[src/rtl/pipe_stage_elastic.sv]
// Elastic decode->execute pipeline register: one main entry plus an optional
// skid entry so in_ready can be registered and cut the out_ready timing path.
module pipe_stage_elastic #(
    parameter int                CTRL_W   = 16,
    parameter int                DATA_W   = 133,
    parameter int                SKID     = 1,
    parameter logic [CTRL_W-1:0] CTRL_NOP = '0
) (
    input  logic              clk,
    input  logic              rst,
    input  logic              in_valid,
    output logic              in_ready,
    input  logic [CTRL_W-1:0] in_ctrl,
    input  logic [DATA_W-1:0] in_data,
    output logic              out_valid,
    input  logic              out_ready,
    output logic [CTRL_W-1:0] out_ctrl,
    output logic [DATA_W-1:0] out_data,
    input  logic              flush,
    output logic [1:0]        occupancy
);

    logic              main_vld_q, main_vld_d;
    logic [CTRL_W-1:0] main_ctrl_q, main_ctrl_d;
    logic [DATA_W-1:0] main_data_q, main_data_d;
    logic              skid_vld_q, skid_vld_d;
    logic [CTRL_W-1:0] skid_ctrl_q, skid_ctrl_d;
    logic [DATA_W-1:0] skid_data_q, skid_data_d;
    logic              accept, drain;

    generate
        if (SKID != 0) begin : g_skid
            assign in_ready = ~skid_vld_q;
        end else begin : g_noskid
            assign in_ready = out_ready | ~main_vld_q;
        end
    endgenerate

    assign accept = in_valid & in_ready & ~flush;
    assign drain  = main_vld_q & out_ready;

    // Skid entry can only be written when main is full and stalled; with SKID=0
    // in_ready is low in exactly that case, so the skid entry stays empty.
    always_comb begin
        main_vld_d  = main_vld_q;
        main_ctrl_d = main_ctrl_q;
        main_data_d = main_data_q;
        skid_vld_d  = skid_vld_q;
        skid_ctrl_d = skid_ctrl_q;
        skid_data_d = skid_data_q;
        if (flush) begin
            main_vld_d  = 1'b0;
            main_ctrl_d = CTRL_NOP;
            skid_vld_d  = 1'b0;
        end else if (!main_vld_q || drain) begin
            if (skid_vld_q) begin
                main_vld_d  = 1'b1;
                main_ctrl_d = skid_ctrl_q;
                main_data_d = skid_data_q;
                skid_vld_d  = 1'b0;
            end else if (accept) begin
                main_vld_d  = 1'b1;
                main_ctrl_d = in_ctrl;
                main_data_d = in_data;
            end else begin
                main_vld_d  = 1'b0;
                main_ctrl_d = CTRL_NOP;
            end
        end else if (accept) begin
            skid_vld_d  = 1'b1;
            skid_ctrl_d = in_ctrl;
            skid_data_d = in_data;
        end
    end

    always_ff @(posedge clk or posedge rst) begin
        if (rst) begin
            main_vld_q  <= 1'b0;
            main_ctrl_q <= CTRL_NOP;
            main_data_q <= '0;
            skid_vld_q  <= 1'b0;
            skid_ctrl_q <= CTRL_NOP;
            skid_data_q <= '0;
        end else begin
            main_vld_q  <= main_vld_d;
            main_ctrl_q <= main_ctrl_d;
            main_data_q <= main_data_d;
            skid_vld_q  <= skid_vld_d;
            skid_ctrl_q <= skid_ctrl_d;
            skid_data_q <= skid_data_d;
        end
    end

    assign out_valid = main_vld_q;
    assign out_ctrl  = main_ctrl_q;
    assign out_data  = main_data_q;
    assign occupancy = {1'b0, main_vld_q} + {1'b0, skid_vld_q};

endmodule

[config.mk]
export PLATFORM = sky130hd
export DESIGN_NAME = pipe_stage_elastic
export DESIGN_NICKNAME = d
export VERILOG_FILES = /design/src/rtl/pipe_stage_elastic.sv
export SDC_FILE = /design/constraint.sdc
export NUM_CORES = 1
export LEC_CHECK = 0
export ABC_CLOCK_PERIOD_IN_PS = 12900
export CAP_MARGIN = 15
export CORE_ASPECT_RATIO = 0.7
export CORE_MARGIN = 10
export CORE_UTILIZATION = 50
export CTS_CLUSTER_SIZE = 12
export DETAILED_ROUTE_END_ITERATION = 7
export GPL_ROUTABILITY_DRIVEN = 0
export PLACE_DENSITY = 0.8
export SYNTH_ARGS = -nofsm -noshare
export SYNTH_HDL_FRONTEND = slang
export SYNTH_SLANG_ARGS = --single-unit
[constraint.sdc]
create_clock -name clk -period 12.9 [get_ports clk]
set_clock_uncertainty 0.15 [all_clocks]
set_input_delay 1.935 -clock clk [delete_from_list [all_inputs] [get_ports clk]]
set_output_delay 1.935 -clock clk [all_outputs]
set_load 0.02 [all_outputs]
[After elaboration in Yosys (flattened, before gate mapping)]
Index checks and enable logic that the tools add are counted.
Cells by class
  $add $sub $neg: 1
  multipliers: 0
  div/mod/pow operators: 0
  order comparisons: 0
  equal/unequal tests: 0
  shift-type cells: 0
  mux-type cells: 13
  bitwise logic cells: 6
  reduce and logical (&&, ||, !) cells: 7
Operator list (number)
  $mux 133: 2
  $mux 16: 4
  $mux 1: 7
  $reduce_and 3->1: 2
  $reduce_bool 2->1: 2
  $and 1x1->1: 3
  $not 1->1: 3
  $reduce_bool 3->1: 1
  $add 1x1->2: 1
  $logic_not 1->1: 1
  $logic_or 1x1->1: 1
Storage, ports and cells
  register bits: 300
  latch bits: 0
  RAM bits: 0
  memory bits (read-only): 0
  bits of input ports: 154
  output and inout bits: 153
  word-level logic and storage cells: 33
  memories: 0

[Logic depth before layout (Yosys ltp)]
  depth in word-level cells: 7
  gate-level depth with buffers: 7

[Worst setup path before layout]
Ideal clock, no wire load.
  kind: input to register
  from: input flush
  to: register main_data_q[10] (netlist: out_data[10])
  arrival: 3093 ps
  setup slack: 9532 ps
  stages: 6
  path buffers: 3
  cell sequence: buf_2 o21bai_2 nor2_4 buf_4 buf_4 mux2_2
Between the ends
  longest elaborated chain between the ends: 4
Ends and longest elaborated chain
  start: declaration: line 19  | input logic flush,
  $not 1->1 (no source line) *
  $and 1x1->1: line 39  | assign accept = in_valid & in_ready & ~flush;
  $reduce_bool 2->1 (no source line)
  $reduce_and 3->1 (no source line) *
  end signal: assignment: line 87  | main_data_q <= main_data_d;
  end: declaration: line 25  | logic [DATA_W-1:0] main_data_q, main_data_d;
Every way passes the cells marked *; elsewhere a longest branch is shown, timed or not.
A chain may end at the register's enable or synchronous reset.

[Final worst setup path]
  from: input flush
  to: register skid_data_q[123]
Between the ends
  longest elaborated chain between the ends: 3
Ends and longest elaborated chain
  $not 1->1 (no source line) *
  $and 1x1->1: line 39
  $reduce_and 3->1 (no source line) *
  end signal: assignment: line 90  | skid_data_q <= skid_data_d;
  end: declaration: line 28  | logic [DATA_W-1:0] skid_data_q, skid_data_d;
Marks and branches as above.

==> results.yml <==
timing:
  finalMaxSlewViolations: 0
  hold_viol_final: 0
  finalCriticalPeriod_ps: 4700
  setup_viol: 0
  rsz0062_at_grt: "no"
  tightest_slew_ps: 1070
  setup_tns_ps: 0
  hold_ws_ps: 341
  max_freq_mhz: 213
  fin_crit_sh_pct: 36.4
  maxSlewHeadroom_pct: 28.4
floorplanning:
  fp.dieH_microns: 156
  coreArea_sq_um: 25900
  die-area_sq_um: 33600
  core.rowCount: 49
  die_w_microns: 215
  initial_core_util_pct: 51.3
  num_io_pins: 307
critical_path:
  regToRegSetupSlack_ps: 9560
  slowest_stage: "clkdlybuf4s50_1"
  arrival_ps: 4980
  path_class: "input port to flop"
  r2r-end: "skid_data_q[29]$_DFFE_PP0P_"
  crit_path_max_fanout: 64
  max_stage_delay_ps: 970
  path_cells: "clkdlybuf4s50_1 -> nand3b_4 -> buf_4 -> mux2_2"
  cp_top_family: "buffers and inverters"
  crit_cells: 4
  crit_path_start: "flush"
  end_kind: "flop"
  reg2regPathDepth: 4
  required_ps: 13190
  startpoint_type: "input port"
  worst-path-buf-inv: 2
  endpoint: "skid_data_q[123]$_DFFE_PP0P_"
  r2r_start: "out_valid$_DFFE_PP0N_"
place:
  place_area_sq_um: 16500
  dpl.hpwl_mm: 22.0
  portBuffers: 306
clock_tree:
  cts_resized: 0
  post_cts_buffers: 0
  htreeDepth: 1
  cts_sinks: 300
  clockBufferDepth: 3
  cts_root_buf: "clkbuf_16"
  numCtsBuffers: 31
  cts_tree: "yes"
  clkTransAtPathRegs_ps: 60
  worstSkewPairLatency_ps: 550
  ctsHoldBuffers: 0
layout:
  synthToLayoutAreaGrowth_pct: 31.5
  drive_gt1_share_pct: 41.2
  fin_area_sq_um: 17500
  nNetsFinal: 1280
  utilization_pct: 67.4
routing:
  dr.max_layer_used: "met5"
  wl_met2_mm: 15.2
  vias_per_cell: 5.27
  drt_first_pass_iters: 4
  wire_per_inst_microns: 21.7
  vias: 7901
  postRouteAntennaNets: 0
  drc: 0
  routed-wl-met3_mm: 2.73
  drtIter0Drc: 418
  wl_met1_mm: 14.0
  routed_wirelength_mm: 32.5
synthesis:
  synth_seq_area_share_pct: 56.5
  ys_ff_latch: 300
  synth-edff-count: 0
  async_flop_share_pct: 100
  syn_nets: 984
  synthCells: 829
  yosysUniqueCellTypes: 20
  yosys_warnings: 0
  syn_area_sq_um: 13300
  ys.flop_type: "dfrtp_1"
  avgSynthCellArea_sq_um: 16.0
job:
  drv_cap: 0
global_route:
  antenna_found_initial: 2
  grt_pass1_wl_mm: 50.8
  grt_pass1_vias: 8621
  grt_max_degree: 91
  grt_usage_pct: 18.8
  overflow: 0
power:
  clockPowerShare_pct: 29.6
  p_per_area_nw_per_um2: 161
  intPower_mw: 2.07
  switching_share_pct: 26.7
  pwr-share-seq_pct: 45.4
  power_switching_mw: 0.754
  p_comb_share_pct: 25.1
  ir_drop_uv: 125
  leakage_nw: 7.64
min_path:
  holdCritPathClass: "flop to flop"
status:
  status: "finished, final reports clean"
[worst min-delay path by stage]
stage	startpoint	endpoint	slack, ps	cells past startpoint
2_1_floorplan	skid_data_q[107]$_DFFE_PP0P_	skid_data_q[107]$_DFFE_PP0P_	320	1
3_3_place_gp	out_data[1]$_DFFE_PP0P_	out_data[1]$_DFFE_PP0P_	320	1
3_5_place_dp	out_data[4]$_DFFE_PP0P_	out_data[4]$_DFFE_PP0P_	330	1
4_1_cts	out_data[4]$_DFFE_PP0P_	out_data[4]$_DFFE_PP0P_	340	1
5_1_grt	skid_data_q[105]$_DFFE_PP0P_	skid_data_q[105]$_DFFE_PP0P_	360	1
6_report	out_data[4]$_DFFE_PP0P_	out_data[4]$_DFFE_PP0P_	340	1
[kinds of logic after synthesis]
| family | count (synthesis) | synth area share, % |
|---|---|---|
| AND/OR/NAND/NOR | 38 | 1.46 |
| AO/OA/AOI/OAI | 18 | 1.20 |
| buffers and inverters | 57 | 2.80 |
| adder cells (fa/ha/maj) | 1 | 0.0941 |
| flip-flops | 300 | 56.5 |
| multiplexers | 415 | 38.0 |
[Yosys cell counts (2+ instances only)]
cell | n | share of area, %
buf_6 | 13 | 1.1
buf_4 | 8 | 0.45
mux2_4 | 100 | 11
dfrtp_1 | 300 | 56
mux2_2 | 311 | 26
clkbuf_1 | 9 | 0.25
nor2_1 | 17 | 0.48
inv_1 | 2 | 0.056
nor2b_1 | 2 | 0.094
buf_2 | 24 | 0.90
nor3_1 | 16 | 0.60
mux2_1 | 4 | 0.34
a221oi_1 | 16 | 1.1
[routing by layer]
layer  up-vias  GRT usage (%)
met2       228           30.1
li1       3571              -
met3        39           7.05
met5         -              0
met1      4059           24.2
met4         4           3.37
[metrics by stage]
stage                     power, mW  worst slack, ps  cells
after global routing           2.95             8070   1498
after CTS                      2.86             8220   1498
after detailed placement       2.00             7660   1449
final                          2.82             8200   1500
after global placement         1.98             7670   1449
after floorplan                1.68             2530    829
[power by group through the flow]
stage	sequential [mW]	combinational [mW]	clock (mW)
6_report	1.28	0.707	0.834
5_1_grt	1.31	0.752	0.895
3_3_place_gp	1.28	0.697	0
3_5_place_dp	1.29	0.716	0
4_1_cts	1.28	0.718	0.859
2_1_floorplan	1.37	0.318	0
[final cells by class]
class                   count  area, sq um
diodes                      2         5.00
clock buffers              46          912
clock inverters             3         18.8
fillers                  1823         8460
inverters                   2         15.0
multi-input cells         472         5410
flip-flops and latches    300         7510
well taps                 357          447
repair buffers            318         3150
[flip-flops by register name (all words and copies together) (netlist names)]
register     flops
skid_ctrl_q     16
out_data       133
out_valid        1
out_ctrl        16
skid_vld_q       1
skid_data_q    133
[placed cells by master (no fill, tap or decap), drive strengths merged, types with 2 or more instances in the layout]
master / instances
buf: 12
inv: 3
a221oi: 16
clkinv: 2
diode: 2
nor2b: 2
dfrtp: 300
clkdlybuf4s50: 306
nor2: 18
mux2: 415
o21bai: 2
clkbuf: 46
nor3: 16
Power figures use the tool's default switching activity.
